### config.mk
export PLATFORM = sky130hd
export DESIGN_NAME = lei_xbar_cfg
export DESIGN_NICKNAME = d
export VERILOG_FILES = /design/src/rtl/lei_pkg.sv /design/src/rtl/lei_route_mux.sv /design/src/rtl/lei_xbar_cfg.sv
export SDC_FILE = /design/constraint.sdc
export NUM_CORES = 1
export LEC_CHECK = 0
export ABC_AREA = 1
export CAP_MARGIN = 20
export CORE_MARGIN = 5
export CORE_UTILIZATION = 50
export CTS_BUF_LIST = sky130_fd_sc_hd__clkbuf_16
export DETAILED_ROUTE_END_ITERATION = 6
export HOLD_SLACK_MARGIN = 0.06
export PLACE_DENSITY = 0.76
export RECOVER_POWER = 25
export SETUP_SLACK_MARGIN = 0.05
export SYNTH_ARGS = -nofsm -noshare
export SYNTH_HDL_FRONTEND = slang
export SYNTH_SLANG_ARGS = --single-unit
### constraint.sdc
create_clock -name clk -period 3 [get_ports clk]
set_clock_uncertainty 0.2 [all_clocks]
set_input_delay 0.45 -clock clk [delete_from_list [all_inputs] [get_ports clk]]
set_output_delay 0.45 -clock clk [all_outputs]
set_load 0.03 [all_outputs]
### src/rtl/lei_pkg.sv
// ---------------------------------------------------------------------------
// lei_pkg
// Shared definitions for the logic-element interconnect crossbar:
//   lei_sel_w()      - width of one routing select field for a slot count
//   lei_field_off()  - bit offset of routing field f inside a config vector
//   lei_cfg_state_e  - configuration loader states (IDLE, SHIFTING, FULL)
//   LEI_DISABLE      - all-ones pattern; any field holding it is disabled
// ---------------------------------------------------------------------------
package lei_pkg;

  // One extra MSB above what is needed to name every slot, so that the
  // upper half of the code space is available as "not driven" codes.
  function automatic int lei_sel_w(input int num_slots);
    return $clog2(num_slots) + 1;
  endfunction

  function automatic int lei_field_off(input int field, input int sel_w);
    return field * sel_w;
  endfunction

  typedef enum logic [1:0] {
    IDLE     = 2'd0,
    SHIFTING = 2'd1,
    FULL     = 2'd2
  } lei_cfg_state_e;

  // Truncated to SEL_W by users; all-ones is always >= NUM_SLOTS.
  localparam logic [31:0] LEI_DISABLE = 32'hFFFF_FFFF;

endpackage : lei_pkg

### src/rtl/lei_route_mux.sv
// ---------------------------------------------------------------------------
// lei_route_mux
// One destination pin of the crossbar. Selects one LE output slot by its
// select code, or leaves the pin undriven when the code is a disable code.
//   sel    in  SEL_W      routing select; values >= NUM_SLOTS disable the pin
//   leout  in  NUM_SLOTS  LE output slots
//   lein   out 1          routed value (0 when disabled)
//   drv    out 1          1 when the pin is driven by the crossbar
// ---------------------------------------------------------------------------
module lei_route_mux
  import lei_pkg::*;
#(
  parameter int NUM_SLOTS = 4,
  parameter int SEL_W     = lei_sel_w(NUM_SLOTS)
) (
  input  logic [SEL_W-1:0]     sel,
  input  logic [NUM_SLOTS-1:0] leout,
  output logic                 lein,
  output logic                 drv
);

  // Index bits: everything below the disable MSB.
  localparam int IDX_W = SEL_W - 1;
  localparam logic [SEL_W-1:0] SLOT_LIMIT = SEL_W'(NUM_SLOTS);

  logic sel_disabled;

  // Covers both the explicit disable codes (MSB set) and any unused
  // in-range codes when NUM_SLOTS is not a power of two.
  assign sel_disabled = (sel >= SLOT_LIMIT);

  always_comb begin
    lein = 1'b0;
    drv  = 1'b0;
    if (!sel_disabled) begin
      drv  = 1'b1;
      lein = leout[sel[IDX_W-1:0]];
    end
  end

endmodule : lei_route_mux

### src/rtl/lei_xbar_cfg.sv
// ---------------------------------------------------------------------------
// lei_xbar_cfg
// Logic-element interconnect crossbar with a double-buffered serial
// configuration. A scan chain fills a shadow register; a commit copies the
// shadow into the active register that drives the routing muxes. Routing
// stays live while the shadow is being reloaded.
//
// Ports:
//   clk, rst      fabric clock (rising edge), asynchronous active-high reset
//   en            tile enable; gates shift and commit
//   cfg_in        serial config data
//   cfg_shift     shift one config bit this cycle
//   cfg_commit    commit request (single-cycle pulse)
//   cfg_out       chain output = shadow bit 0, feeds the next tile
//   cfg_ready     shadow holds exactly CFG_BITS fresh bits
//   cfg_err       sticky: last commit request was rejected
//   active_valid  at least one commit accepted since reset
//   leout         LE output slots (slot s = LE s/OUTS_PER_LE)
//   lein          routed LE input pins, bit s*LE_INPUTS+k
//   drv           1 = matching lein bit is driven by the crossbar
//
// Build option:
//   LEI_OUT_REG_EN  when defined, lein/drv are registered (1 cycle from
//                   leout, 2 cycles from commit); otherwise combinational.
// ---------------------------------------------------------------------------
module lei_xbar_cfg
  import lei_pkg::*;
#(
  parameter int NUM_LE      = 2,
  parameter int OUTS_PER_LE = 2,
  parameter int LE_INPUTS   = 4,
  parameter int SEL_W       = lei_sel_w(NUM_LE * OUTS_PER_LE)
) (
  input  logic                                      clk,
  input  logic                                      rst,
  input  logic                                      en,
  input  logic                                      cfg_in,
  input  logic                                      cfg_shift,
  input  logic                                      cfg_commit,
  output logic                                      cfg_out,
  output logic                                      cfg_ready,
  output logic                                      cfg_err,
  output logic                                      active_valid,
  input  logic [NUM_LE*OUTS_PER_LE-1:0]             leout,
  output logic [NUM_LE*OUTS_PER_LE*LE_INPUTS-1:0]   lein,
  output logic [NUM_LE*OUTS_PER_LE*LE_INPUTS-1:0]   drv
);

  localparam int NUM_SLOTS  = NUM_LE * OUTS_PER_LE;
  localparam int NUM_FIELDS = NUM_SLOTS * LE_INPUTS;
  localparam int CFG_BITS   = NUM_FIELDS * SEL_W;
  localparam int CNT_W      = $clog2(CFG_BITS + 1);

  localparam logic [CNT_W-1:0]    CNT_MAX     = CNT_W'(CFG_BITS);
  localparam logic [SEL_W-1:0]    DIS_FIELD   = SEL_W'(LEI_DISABLE);
  localparam logic [CFG_BITS-1:0] CFG_DISABLE = {NUM_FIELDS{DIS_FIELD}};

  // -------------------------------------------------------------------------
  // Configuration state
  // -------------------------------------------------------------------------
  logic [CFG_BITS-1:0] shadow_reg;
  logic [CFG_BITS-1:0] active_reg;
  logic [CNT_W-1:0]    cnt_reg, cnt_next;
  lei_cfg_state_e      state_reg, state_next;
  logic                err_reg, err_next;
  logic                valid_reg;

  logic do_shift;
  logic commit_req;
  logic commit_ok;
  logic commit_rej;

  assign do_shift   = en & cfg_shift;
  assign commit_req = en & cfg_commit;
  // A commit that coincides with a shift would copy a half-updated shadow,
  // so it is refused; the shift still happens.
  assign commit_ok  = commit_req & ~cfg_shift & (state_reg == FULL);
  assign commit_rej = commit_req & ~commit_ok;

  // Next-state logic: the state simply tracks how many fresh bits the
  // shadow holds, and an accepted commit consumes them.
  always_comb begin
    cnt_next   = cnt_reg;
    state_next = state_reg;
    err_next   = err_reg;

    if (commit_ok) begin
      cnt_next   = '0;
      state_next = IDLE;
      err_next   = 1'b0;
    end else begin
      if (commit_rej) begin
        err_next = 1'b1;
      end
      if (do_shift) begin
        if (cnt_reg != CNT_MAX) begin
          cnt_next = cnt_reg + CNT_W'(1);
        end
        state_next = (cnt_next == CNT_MAX) ? FULL : SHIFTING;
      end
    end
  end

  always_ff @(posedge clk or posedge rst) begin
    if (rst) begin
      shadow_reg <= CFG_DISABLE;
      active_reg <= CFG_DISABLE;
      cnt_reg    <= '0;
      state_reg  <= IDLE;
      err_reg    <= 1'b0;
      valid_reg  <= 1'b0;
    end else begin
      cnt_reg   <= cnt_next;
      state_reg <= state_next;
      err_reg   <= err_next;
      if (do_shift) begin
        // New bits enter at the top and walk toward bit 0 / cfg_out.
        shadow_reg <= {cfg_in, shadow_reg[CFG_BITS-1:1]};
      end
      if (commit_ok) begin
        active_reg <= shadow_reg;
        valid_reg  <= 1'b1;
      end
    end
  end

  assign cfg_out      = shadow_reg[0];
  assign cfg_ready    = (state_reg == FULL);
  assign cfg_err      = err_reg;
  assign active_valid = valid_reg;

  // -------------------------------------------------------------------------
  // Routing muxes: one per destination pin, driven from the active copy only
  // -------------------------------------------------------------------------
  logic [NUM_FIELDS-1:0] lein_comb;
  logic [NUM_FIELDS-1:0] drv_comb;

  genvar gi;
  generate
    for (gi = 0; gi < NUM_FIELDS; gi++) begin : g_pin
      localparam int FIELD_OFF = lei_field_off(gi, SEL_W);

      lei_route_mux #(
        .NUM_SLOTS (NUM_SLOTS),
        .SEL_W     (SEL_W)
      ) u_mux (
        .sel   (active_reg[FIELD_OFF +: SEL_W]),
        .leout (leout),
        .lein  (lein_comb[gi]),
        .drv   (drv_comb[gi])
      );
    end
  endgenerate

`ifdef LEI_OUT_REG_EN
  logic [NUM_FIELDS-1:0] lein_reg;
  logic [NUM_FIELDS-1:0] drv_reg;

  always_ff @(posedge clk or posedge rst) begin
    if (rst) begin
      lein_reg <= '0;
      drv_reg  <= '0;
    end else begin
      lein_reg <= lein_comb;
      drv_reg  <= drv_comb;
    end
  end

  assign lein = lein_reg;
  assign drv  = drv_reg;
`else
  assign lein = lein_comb;
  assign drv  = drv_comb;
`endif

endmodule : lei_xbar_cfg

==> results of run 1 <==
## cell usage in the layout, fill, tap and decap left out
master,count
a21oi_1,33
buf_12,6
buf_4,16
bufinv_16,1
clkbuf_16,9
clkbuf_2,1
clkdlybuf4s50_1,27
clkinv_1,3
clkinv_2,3
clkinv_4,1
clkinvlp_2,1
dfrtp_1,10
dfstp_2,96
dlygate4sd3_1,2
ha_1,2
inv_1,76
nand2_1,135
nand2_2,2
nand2_4,1
nand3_1,4
nand3_2,2
nand4_1,1
nor2_1,2
nor2_2,5
o211ai_1,16
o21ai_0,74
o21ai_1,41
o22ai_1,3
or2_2,1
xor2_1,2
## logic make-up after synthesis
logic type      share of synthesized area, %
flops                                   55.4
buf+inv                                 13.7
simple gates                            12.4
xor+xnor                               0.350
fa+ha+maj                              0.500
compound gates                          17.6
## metal layers
| layer | share of wire [%] | up-vias | wire length, um | global-route usage [%] |
|---|---|---|---|---|
| met5 | 0 | - | 0 | 0 |
| met4 | 2.3 | 0 | 221 | 9.08 |
| met3 | 4.6 | 18 | 437 | 2.39 |
| met2 | 48 | 72 | 4570 | 27.6 |
| met1 | 45 | 1681 | 4280 | 22.8 |
| li1 | - | 1791 | - | - |
## per-stage QoR
stage | hold slack [ns] | total power, mW | util, % | cell area [um^2] | setup WS, ns
after floorplan | 0.249 | 2.22 | - | 5010 | 1.15
after global placement | 0.254 | 2.35 | 54.6 | 5330 | 0.448
after detailed placement | 0.257 | 2.38 | 54.6 | 5330 | 0.459
after CTS | 0.273 | 3.53 | 57.5 | 5620 | 0.434
after global routing | 0.294 | 3.69 | 57.3 | 5600 | 0.223
final | 0.267 | 3.50 | 57.3 | 5600 | 0.415
## power by group
group	internal [mW]	switching [mW]
logic	0.186	0.337
registers	1.71	0.123
clock network	0.637	0.505
## worst max-delay path: cells and delay by family
family	cells	cell delay [ns]
compound gates	2	0.44
buf+inv	3	0.89
simple gates	1	0.15
## path summary, 6_finish.rpt
check,from,endpoint
max,leout[3],lein[2]
min,active_valid$_DFFE_PP0N_,active_valid$_DFFE_PP0N_
max reg2reg,cnt_reg[0]$_DFFE_PP0P_,state_reg[0]$_DFFE_PP0P_
min reg2reg,active_valid$_DFFE_PP0N_,active_valid$_DFFE_PP0N_
max in group asynchronous,rst,shadow_reg[31]$_DFFE_PP1P_
min in group asynchronous,rst,active_reg[13]$_DFFE_PP1N_
## cell type report
type | instances | area (um^2) | share of cell area [%]
Tap cell | 133 | 166 | 2.97
Multi-Input combinational cell | 324 | 1540 | 27.6
Timing Repair Buffer | 52 | 536 | 9.56
Inverter | 78 | 295 | 5.27
Sequential cell | 106 | 2770 | 49.5
Clock buffer | 9 | 225 | 4.02
Clock inverter | 7 | 60.1 | 1.07
==> results by group, run 1 <==
Min path
  – Hold Path Class: flip-flop to flip-flop
  – WHS Path Cells: 1

Place
  – Placed instance count: 693
  – GP Congestion: 0.805
  – Hpwl dp: 6.26 mm
  – Port Buffers: 45

Die
  – I/O pin count: 46
  – Core box area: 0.00977 mm^2
  – Die area: 0.0121 mm^2
  – Initial Utilization: 51.2%
  – Die Ht: 110 um
  – Horiz. Die Dim: 110 um
  – Row count: 36

Setup path
  – Crit Path Class: input pin to output port
  – CP Capture Type: output port
  – Crit-path cells: clkdlybuf4s50_1, inv_1, nand2_1, o211ai_1, a21oi_1, buf_12
  – WP data arrival: 1.94 ns
  – FF-to-FF setup slack: 1.26 ns
  – CP Max Fanout: 16
  – CP required: 2.35 ns
  – Worst reg2reg path depth: 11
  – Kind of start point of the critical path: input pin
  – Slowest stage delay, CP: 0.45 ns
  – Crit-path slowest cell: clkdlybuf4s50_1

Final layout
  – Diode count: 0
  – Final net count: 583
  – Fill cells: 862
  – Syn-to-layout area delta: 11.9%
  – Fin cells: 709
  – Layout cells sized above 1: 25.2%

Synth
  – FFs w/ async S/R, synth: 100%
  – Top-count cell post-synth: nand2_1
  – Mapped cell area: 0.00500 mm^2
  – Primary FF master, synth: dfstp_2
  – Syn_nets: 578
  – Syn Inst Count: 566
  – Syn avg cell area: 8.84 um^2
  – Synth top area share: 50.4%
  – #FFs+latches synth: 106
  – Count of cell types in the netlist: 26
  – Ranking of synthesized cells by area: dfstp_2 (50%), nand2_1 (10%), o21ai_0 (7.4%), inv_1 (5.8%), dfrtp_1 (5.0%)
  – EDFF count, synth: 0
  – Area leader, netlist: dfstp_2
  – Synth Warn #: 0
  – Top cells by count, synth: nand2_1 (135), dfstp_2 (96), inv_1 (77)
  – Sequential area share after synthesis: 55.4%

Timing
  – Fin crit share: 86.2%
  – FMAX: 0.387 GHz
  – Final setup vio count: 0
  – Slew Limit Fails: 0
  – Setup TNS: 0 ns
  – Period minus WS final: 2.59 ns
  – Worst slew pin tran: 1.35 ns
  – Final Hold Vio Count: 0
  – RSZ-0062 raised after global routing: false
  – Slew headroom: 9.66%

Power
  – Leakage: 2.08 nW
  – Power density cells: 625 mW/mm^2
  – Worst IR drop on VDD: 332 uV

Routing
  – WL/cell: 13.4 um
  – Routed Antenna Nets: 0
  – DR iter-0 viols: 161
  – Residual DRC count: 0
  – Vias after detailed routing: 3562
  – DR vias/cell: 5.02
  – Overall routed net length: 9.52 mm
  – Number of detailed-route iterations in the first pass: 5

Global routing
  – Gr usage total: 17.2%
  – Largest net degree at the start of global routing: 92
  – Vias in the first global route: 3467
  – Total gr overflow: 0
  – Initial antenna violation count: 0
  – First-pass GRT wire length: 16.3 mm

Clock tree
  – Hold-fix buffer count after cts: 0
  – H-tree depth reported by CTS: 3
  – Num Clock Sinks: 106
  – Number of buffers created by CTS: 9
  – Post-CTS Resized: 0
  – CTS tree: done
  – Clk_lat worst skew: 0.35 ns
  – CTS clock-pin slew for the worst setup and hold paths: 0.07 ns
  – Setup Fix Bufs, Post-CTS: 0
  – Clock buffer depth: 2
  – CTS root buf: clkbuf_16

Flow run
  – Max Cap Viol: 0

Run status
  – Status: finished clean
Power figures use the tool's default switching activity.
==> inputs of run 2 (changes only) <==
--- a/config.mk
+++ b/config.mk
@@ -15,6 +15,7 @@
 export PLACE_DENSITY = 0.76
 export RECOVER_POWER = 25
 export SETUP_SLACK_MARGIN = 0.05
+export SKIP_LAST_GASP = 1
 export SYNTH_ARGS = -nofsm -noshare
 export SYNTH_HDL_FRONTEND = slang
 export SYNTH_SLANG_ARGS = --single-unit
==> results of run 2 <==
Final layout, timing and power as in run 1 (identical DEF).
